`config.mk`:
```
export PLATFORM = sky130hd
export DESIGN_NAME = crc_attach
export DESIGN_NICKNAME = d
export VERILOG_FILES = /design/src/rtl/crc_attach.sv
export SDC_FILE = /design/constraint.sdc
export NUM_CORES = 1
export LEC_CHECK = 0
export CAP_MARGIN = 10
export CORE_ASPECT_RATIO = 1.5
export CORE_MARGIN = 2
export CORE_UTILIZATION = 60
export DETAILED_ROUTE_END_ITERATION = 7
export MAX_ROUTING_LAYER = met4
export PLACE_DENSITY = 0.8
export SYNTH_ARGS = -nofsm -noshare
export SYNTH_HDL_FRONTEND = slang
export SYNTH_SLANG_ARGS = --single-unit
```
`constraint.sdc`:
```
create_clock -name CLK -period 4.41 [get_ports CLK]
set_input_delay 1.323 -clock CLK [delete_from_list [all_inputs] [get_ports CLK]]
set_output_delay 1.323 -clock CLK [all_outputs]
set_load 0.01 [all_outputs]
```
`src/rtl/crc_attach.sv`:
```
// crc_attach: serial CRC attachment for the PUSCH transmit chain.
// Message bits pass through with one cycle of latency. After the last
// message bit, the L-bit remainder of the selected NR polynomial is
// appended MSB first. The four polynomials are CRC16, CRC24A, CRC24B and
// CRC24C.
// Optional feature macro: CRC_ATTACH_PARALLEL_OUT_EN. When it is defined,
// the crc_value and crc_done outputs are added, giving the remainder in
// parallel form.
//
// Handshake: an input bit transfers on a rising edge when
// in_valid && in_ready. A bit presented while in_ready is low is ignored,
// and the source must hold it until in_ready is high. The output side has
// no backpressure, so each cycle with out_valid high carries exactly one
// bit.
module crc_attach #(
   parameter logic [23:0] SEED         = 24'h000000,
   parameter logic [1:0]  MODE_DEFAULT = 2'd1
) (
   input  logic        CLK,
   input  logic        RST,
   input  logic [1:0]  crc_sel,
   input  logic        in_valid,
   input  logic        in_bit,
   input  logic        in_last,
   output logic        in_ready,
`ifdef CRC_ATTACH_PARALLEL_OUT_EN
   output logic [23:0] crc_value,
   output logic        crc_done,
`endif
   output logic        out_valid,
   output logic        out_bit,
   output logic        out_last,
   output logic        out_is_crc
);

   typedef enum logic [1:0] {
      IDLE   = 2'd0,
      DATA   = 2'd1,
      APPEND = 2'd2
   } state_t;

   state_t      state;
   logic [1:0]  mode;
   logic [23:0] lfsr;
   logic [4:0]  cnt;

   // Generator polynomial without its implicit x^L term.
   function automatic logic [23:0] poly_of(input logic [1:0] m);
      case (m)
         2'd0:    poly_of = 24'h001021;
         2'd1:    poly_of = 24'h864CFB;
         2'd2:    poly_of = 24'h800063;
         default: poly_of = 24'hB2B117;
      endcase
   endfunction

   // CRC16 keeps the upper byte of the 24-bit register at zero.
   function automatic logic [23:0] mask_of(input logic [1:0] m);
      mask_of = (m == 2'd0) ? 24'h00FFFF : 24'hFFFFFF;
   endfunction

   // Bit L-1 of the register: the MSB of the remainder in the active mode.
   function automatic logic msb_of(input logic [23:0] cur, input logic [1:0] m);
      msb_of = (m == 2'd0) ? cur[15] : cur[23];
   endfunction

   // Index of the final parity bit, L-1.
   function automatic logic [4:0] last_idx(input logic [1:0] m);
      last_idx = (m == 2'd0) ? 5'd15 : 5'd23;
   endfunction

   // One Galois MSB-first step with message bit b.
   function automatic logic [23:0] crc_step(input logic [23:0] cur, input logic b,
                                            input logic [1:0] m);
      logic fb;
      fb       = b ^ msb_of(cur, m);
      crc_step = ({cur[22:0], 1'b0} ^ (fb ? poly_of(m) : 24'h000000)) & mask_of(m);
   endfunction

   // The source may push bits everywhere except while parity is being shifted out.
   assign in_ready = (state != APPEND);

   // Block FSM: mode latch, LFSR, parity counter and registered serial outputs.
   always_ff @(posedge CLK) begin
      if (RST) begin
         state      <= IDLE;
         mode       <= MODE_DEFAULT;
         lfsr       <= SEED;
         cnt        <= 5'd0;
         out_valid  <= 1'b0;
         out_bit    <= 1'b0;
         out_last   <= 1'b0;
         out_is_crc <= 1'b0;
      end else begin
         out_valid  <= 1'b0;
         out_bit    <= 1'b0;
         out_last   <= 1'b0;
         out_is_crc <= 1'b0;
         case (state)
            IDLE: begin
               if (in_valid) begin
                  // The first bit fixes the block mode and starts from SEED.
                  mode      <= crc_sel;
                  lfsr      <= crc_step(SEED & mask_of(crc_sel), in_bit, crc_sel);
                  cnt       <= 5'd0;
                  out_valid <= 1'b1;
                  out_bit   <= in_bit;
                  state     <= in_last ? APPEND : DATA;
               end
            end
            DATA: begin
               if (in_valid) begin
                  lfsr      <= crc_step(lfsr, in_bit, mode);
                  out_valid <= 1'b1;
                  out_bit   <= in_bit;
                  if (in_last) begin
                     cnt   <= 5'd0;
                     state <= APPEND;
                  end
               end
            end
            APPEND: begin
               out_valid  <= 1'b1;
               out_is_crc <= 1'b1;
               out_bit    <= msb_of(lfsr, mode);
               lfsr       <= {lfsr[22:0], 1'b0} & mask_of(mode);
               if (cnt == last_idx(mode)) begin
                  out_last <= 1'b1;
                  cnt      <= 5'd0;
                  state    <= IDLE;
               end else begin
                  cnt <= cnt + 5'd1;
               end
            end
            default: state <= IDLE;
         endcase
      end
   end

`ifdef CRC_ATTACH_PARALLEL_OUT_EN
   // Capture the complete remainder alongside the first parity bit.
   always_ff @(posedge CLK) begin
      if (RST) begin
         crc_value <= 24'h000000;
         crc_done  <= 1'b0;
      end else begin
         crc_done <= 1'b0;
         if (state == APPEND && cnt == 5'd0) begin
            crc_value <= lfsr & mask_of(mode);
            crc_done  <= 1'b1;
         end
      end
   end
`endif

endmodule

```
==> results.py <==
metrics = {
    "timing": {
        "rsz0062_at_grt": "no",
        "fin_setup_tns_ns": 0,
        "setup_viol": 0,
        "post-route-min-period_ns": 3.557,
        "post-route-period-util": 0.8066,
        "fin_ws_ns": 0.8531,
        "tightest_slew_ns": 1.181,
        "slew_viol_final": 0,
        "hold_viol": 0,
        "fin_skew_ns": 0.007152,
        "fmax_mhz": 281.1,
        "slew_headroom": 0.1902,
    },
    "cells_and_area": {
        "drive_above_1_share": 0.06367,
        "antenna_cells": 0,
        "fin_area_um2": 2446,
        "layout.nets": 286,
        "fillers": 304,
        "fin_cells": 310,
        "syn_to_final_growth_pct": 9.157,
    },
    "outcome": {
        "outcome": "finished, final reports clean",
    },
    "floorplan": {
        "die_area_um2": 4250,
        "initial_utilization": 0.6199,
        "coreArea_um2": 3615,
        "die_y_um": 78.85,
        "dieWidth_um": 53.90,
        "ios": 12,
        "rows": 27,
    },
    "cts": {
        "clock-sinks": 37,
        "post_cts_buffers": 0,
        "clock_latency_ns": 0.30,
        "htreeDepth": 2,
        "clk_pin_slew_ns": 0.08,
        "cts_resized": 0,
        "hold_buffers": 0,
        "clockRootBuffer": "clkbuf_8",
        "clockBufferDepth": 2,
        "numCtsBuffers": 5,
        "cts_tree": "built",
    },
    "hold_path": {
        "holdCritPathClass": "flip-flop to flip-flop",
    },
    "place": {
        "place_congestion": 0.9238,
        "io_buffers": 11,
        "dp.cells": 302,
        "preCtsSetupSlack_ns": 1.023,
        "dpl.hpwl_um": 4051,
        "placed_area_um2": 2326,
    },
    "critical_path": {
        "critPathMaxFanout": 12,
        "cp_slowest_cell": "clkdlybuf4s50_1",
        "arrival_ns": 2.23,
        "crit_required_ns": 3.09,
        "worstSetupEndpointType": "output pin",
        "crit_chain": "ha_1, clkinv_1, clkdlybuf4s50_1",
        "cpPeakStageDelay_ns": 0.57,
        "crit_type": "flip-flop to output pin",
        "start_kind": "flip-flop",
    },
    "drt": {
        "final_antenna_net_count": 0,
        "wl_um": 5656,
        "drtPass1Iterations": 5,
        "wl_per_cell_um": 18.25,
        "drt_iter0_markers": 100,
        "viasPerCell": 6.735,
        "vias": 2088,
        "drc": 0,
    },
    "global_route": {
        "grt_max_degree": 21,
        "grt_pass1_vias": 1916,
        "grt_overflow_total": 0,
        "antenna_found_initial": 0,
        "track_usage": 0.3028,
        "grt_pass1_wl_um": 9197,
    },
    "synth": {
        "avgSynthCellArea_um2": 8.456,
        "synth_cells": 265,
        "ys_warn_count": 0,
        "async_reset_ff_frac": 0,
        "synth_seq_cells": 37,
        "synth_cell_types": 54,
        "synthFlopType": "dfxtp_1",
        "synth-edff-count": 0,
        "seq_area_frac_synth": 0.3305,
        "syn-cell-area_um2": 2241,
        "synth_nets": 285,
    },
    "pwr": {
        "leakagePower_nw": 0.8944,
        "ir_drop_uv": 481.5,
        "powerDensity_nw_per_um2": 569.2,
    },
    "flow_run": {
        "maxCapViolCount": 0,
    },
}
-- layout by cell type, fill, tap and decap left out, types with 7 or more instances in the layout --
cell,n
nor3_1,18
nor2_1,18
ha_1,13
a211oi_1,11
dfxtp_1,37
clkdlybuf4s50_1,11
nand3_1,7
inv_1,11
nand2_1,10
a21oi_1,8
o21ai_0,18
o311ai_0,7
-- sequential cells by signal, indices dropped and copies added (netlist names) --
signal / count
lfsr: 24
cnt: 5
mode: 2
state: 2
out_bit: 1
out_is_crc: 1
out_last: 1
out_valid: 1
-- synthesized netlist by cell type, types with 5 or more instances --
library cell | number | area, µm²
nor2_1 | 18 | 67.56
a22oi_1 | 6 | 45.04
dfxtp_1 | 37 | 740.7
a21oi_1 | 8 | 40.04
nand4_1 | 5 | 31.28
nor2b_1 | 5 | 31.28
ha_1 | 13 | 162.7
nor3_1 | 18 | 90.09
buf_2 | 6 | 30.03
inv_1 | 11 | 41.29
a211oi_1 | 11 | 82.58
o21ai_0 | 18 | 90.09
nand2_1 | 10 | 37.54
o311ai_0 | 7 | 61.31
mux2i_1 | 6 | 60.06
nand3_1 | 7 | 35.03
clkbuf_1 | 10 | 37.54
o22ai_1 | 5 | 31.28
-- critical path: cells and delay by family, from the launching register on --
family | cells | cell delay (ns)
adder cells (fa/ha/maj) | 1 | 0.49
buffers and inverters | 2 | 0.93
flip-flops | 1 | 0.51
-- where the power goes --
part	switching, mW	internal [mW]
clock network	0.127	0.184
registers	0.0703	0.406
logic	0.382	0.223
total	0.579	0.813
-- final cells by class --
class | count | area, µm² | area share
well taps | 43 | 53.80 | 0.02199
multi-input cells | 197 | 1361 | 0.5565
clock buffers | 6 | 82.58 | 0.03376
clock inverters | 2 | 37.54 | 0.01535
repair buffers | 13 | 125.1 | 0.05115
flip-flops and latches | 37 | 740.7 | 0.3028
inverters | 12 | 45.04 | 0.01841
-- per-layer routing --
| layer | global-route usage | up-vias | routed length, µm |
|---|---|---|---|
| met1 | 0.3341 | 986 | 2202 |
| met2 | 0.4866 | 72 | 2848 |
| met4 | 0.1974 | 0 | 360 |
| met3 | 0.04699 | 27 | 245 |
| met5 | - | - | 0 |
| li1 | - | 1003 | - |
-- worst paths after layout --
check	start	endpoint	slack [ns]	cells past startpoint
hold / removal	lfsr[8]	lfsr[9]	0.48	2
setup reg to reg	mode[0]	lfsr[12]	1.53	6
hold reg to reg	lfsr[8]	lfsr[9]	0.48	2
setup / recovery	state[1]	in_ready	0.85	3
-- cell families (layout without fill, tap and decap cells) --
logic type / Yosys count / count (layout) / share of synthesized area
AOI/OAI and AO/OA: 86 / 86 / 0.2809
and+or+nand+nor: 86 / 86 / 0.2038
DFF: 37 / 37 / 0.3305
buffers and inverters: 31 / 33 / 0.06198
adders and majority gates: 13 / 13 / 0.07259
xor gates and xnor gates: 6 / 6 / 0.02345
muxes: 6 / 6 / 0.02680
-- stage by stage --
stage	util	total power, mW	hold WS, ns
after CTS	0.6767	1.383	0.4761
after floorplan	-	0.9304	0.4308
final	0.6767	1.392	0.4787
after detailed placement	0.6435	1.072	0.4588
after global routing	0.6767	1.474	0.4924
after global placement	0.6435	1.063	0.4570
No activity file was read; power rests on OpenSTA's default activity.
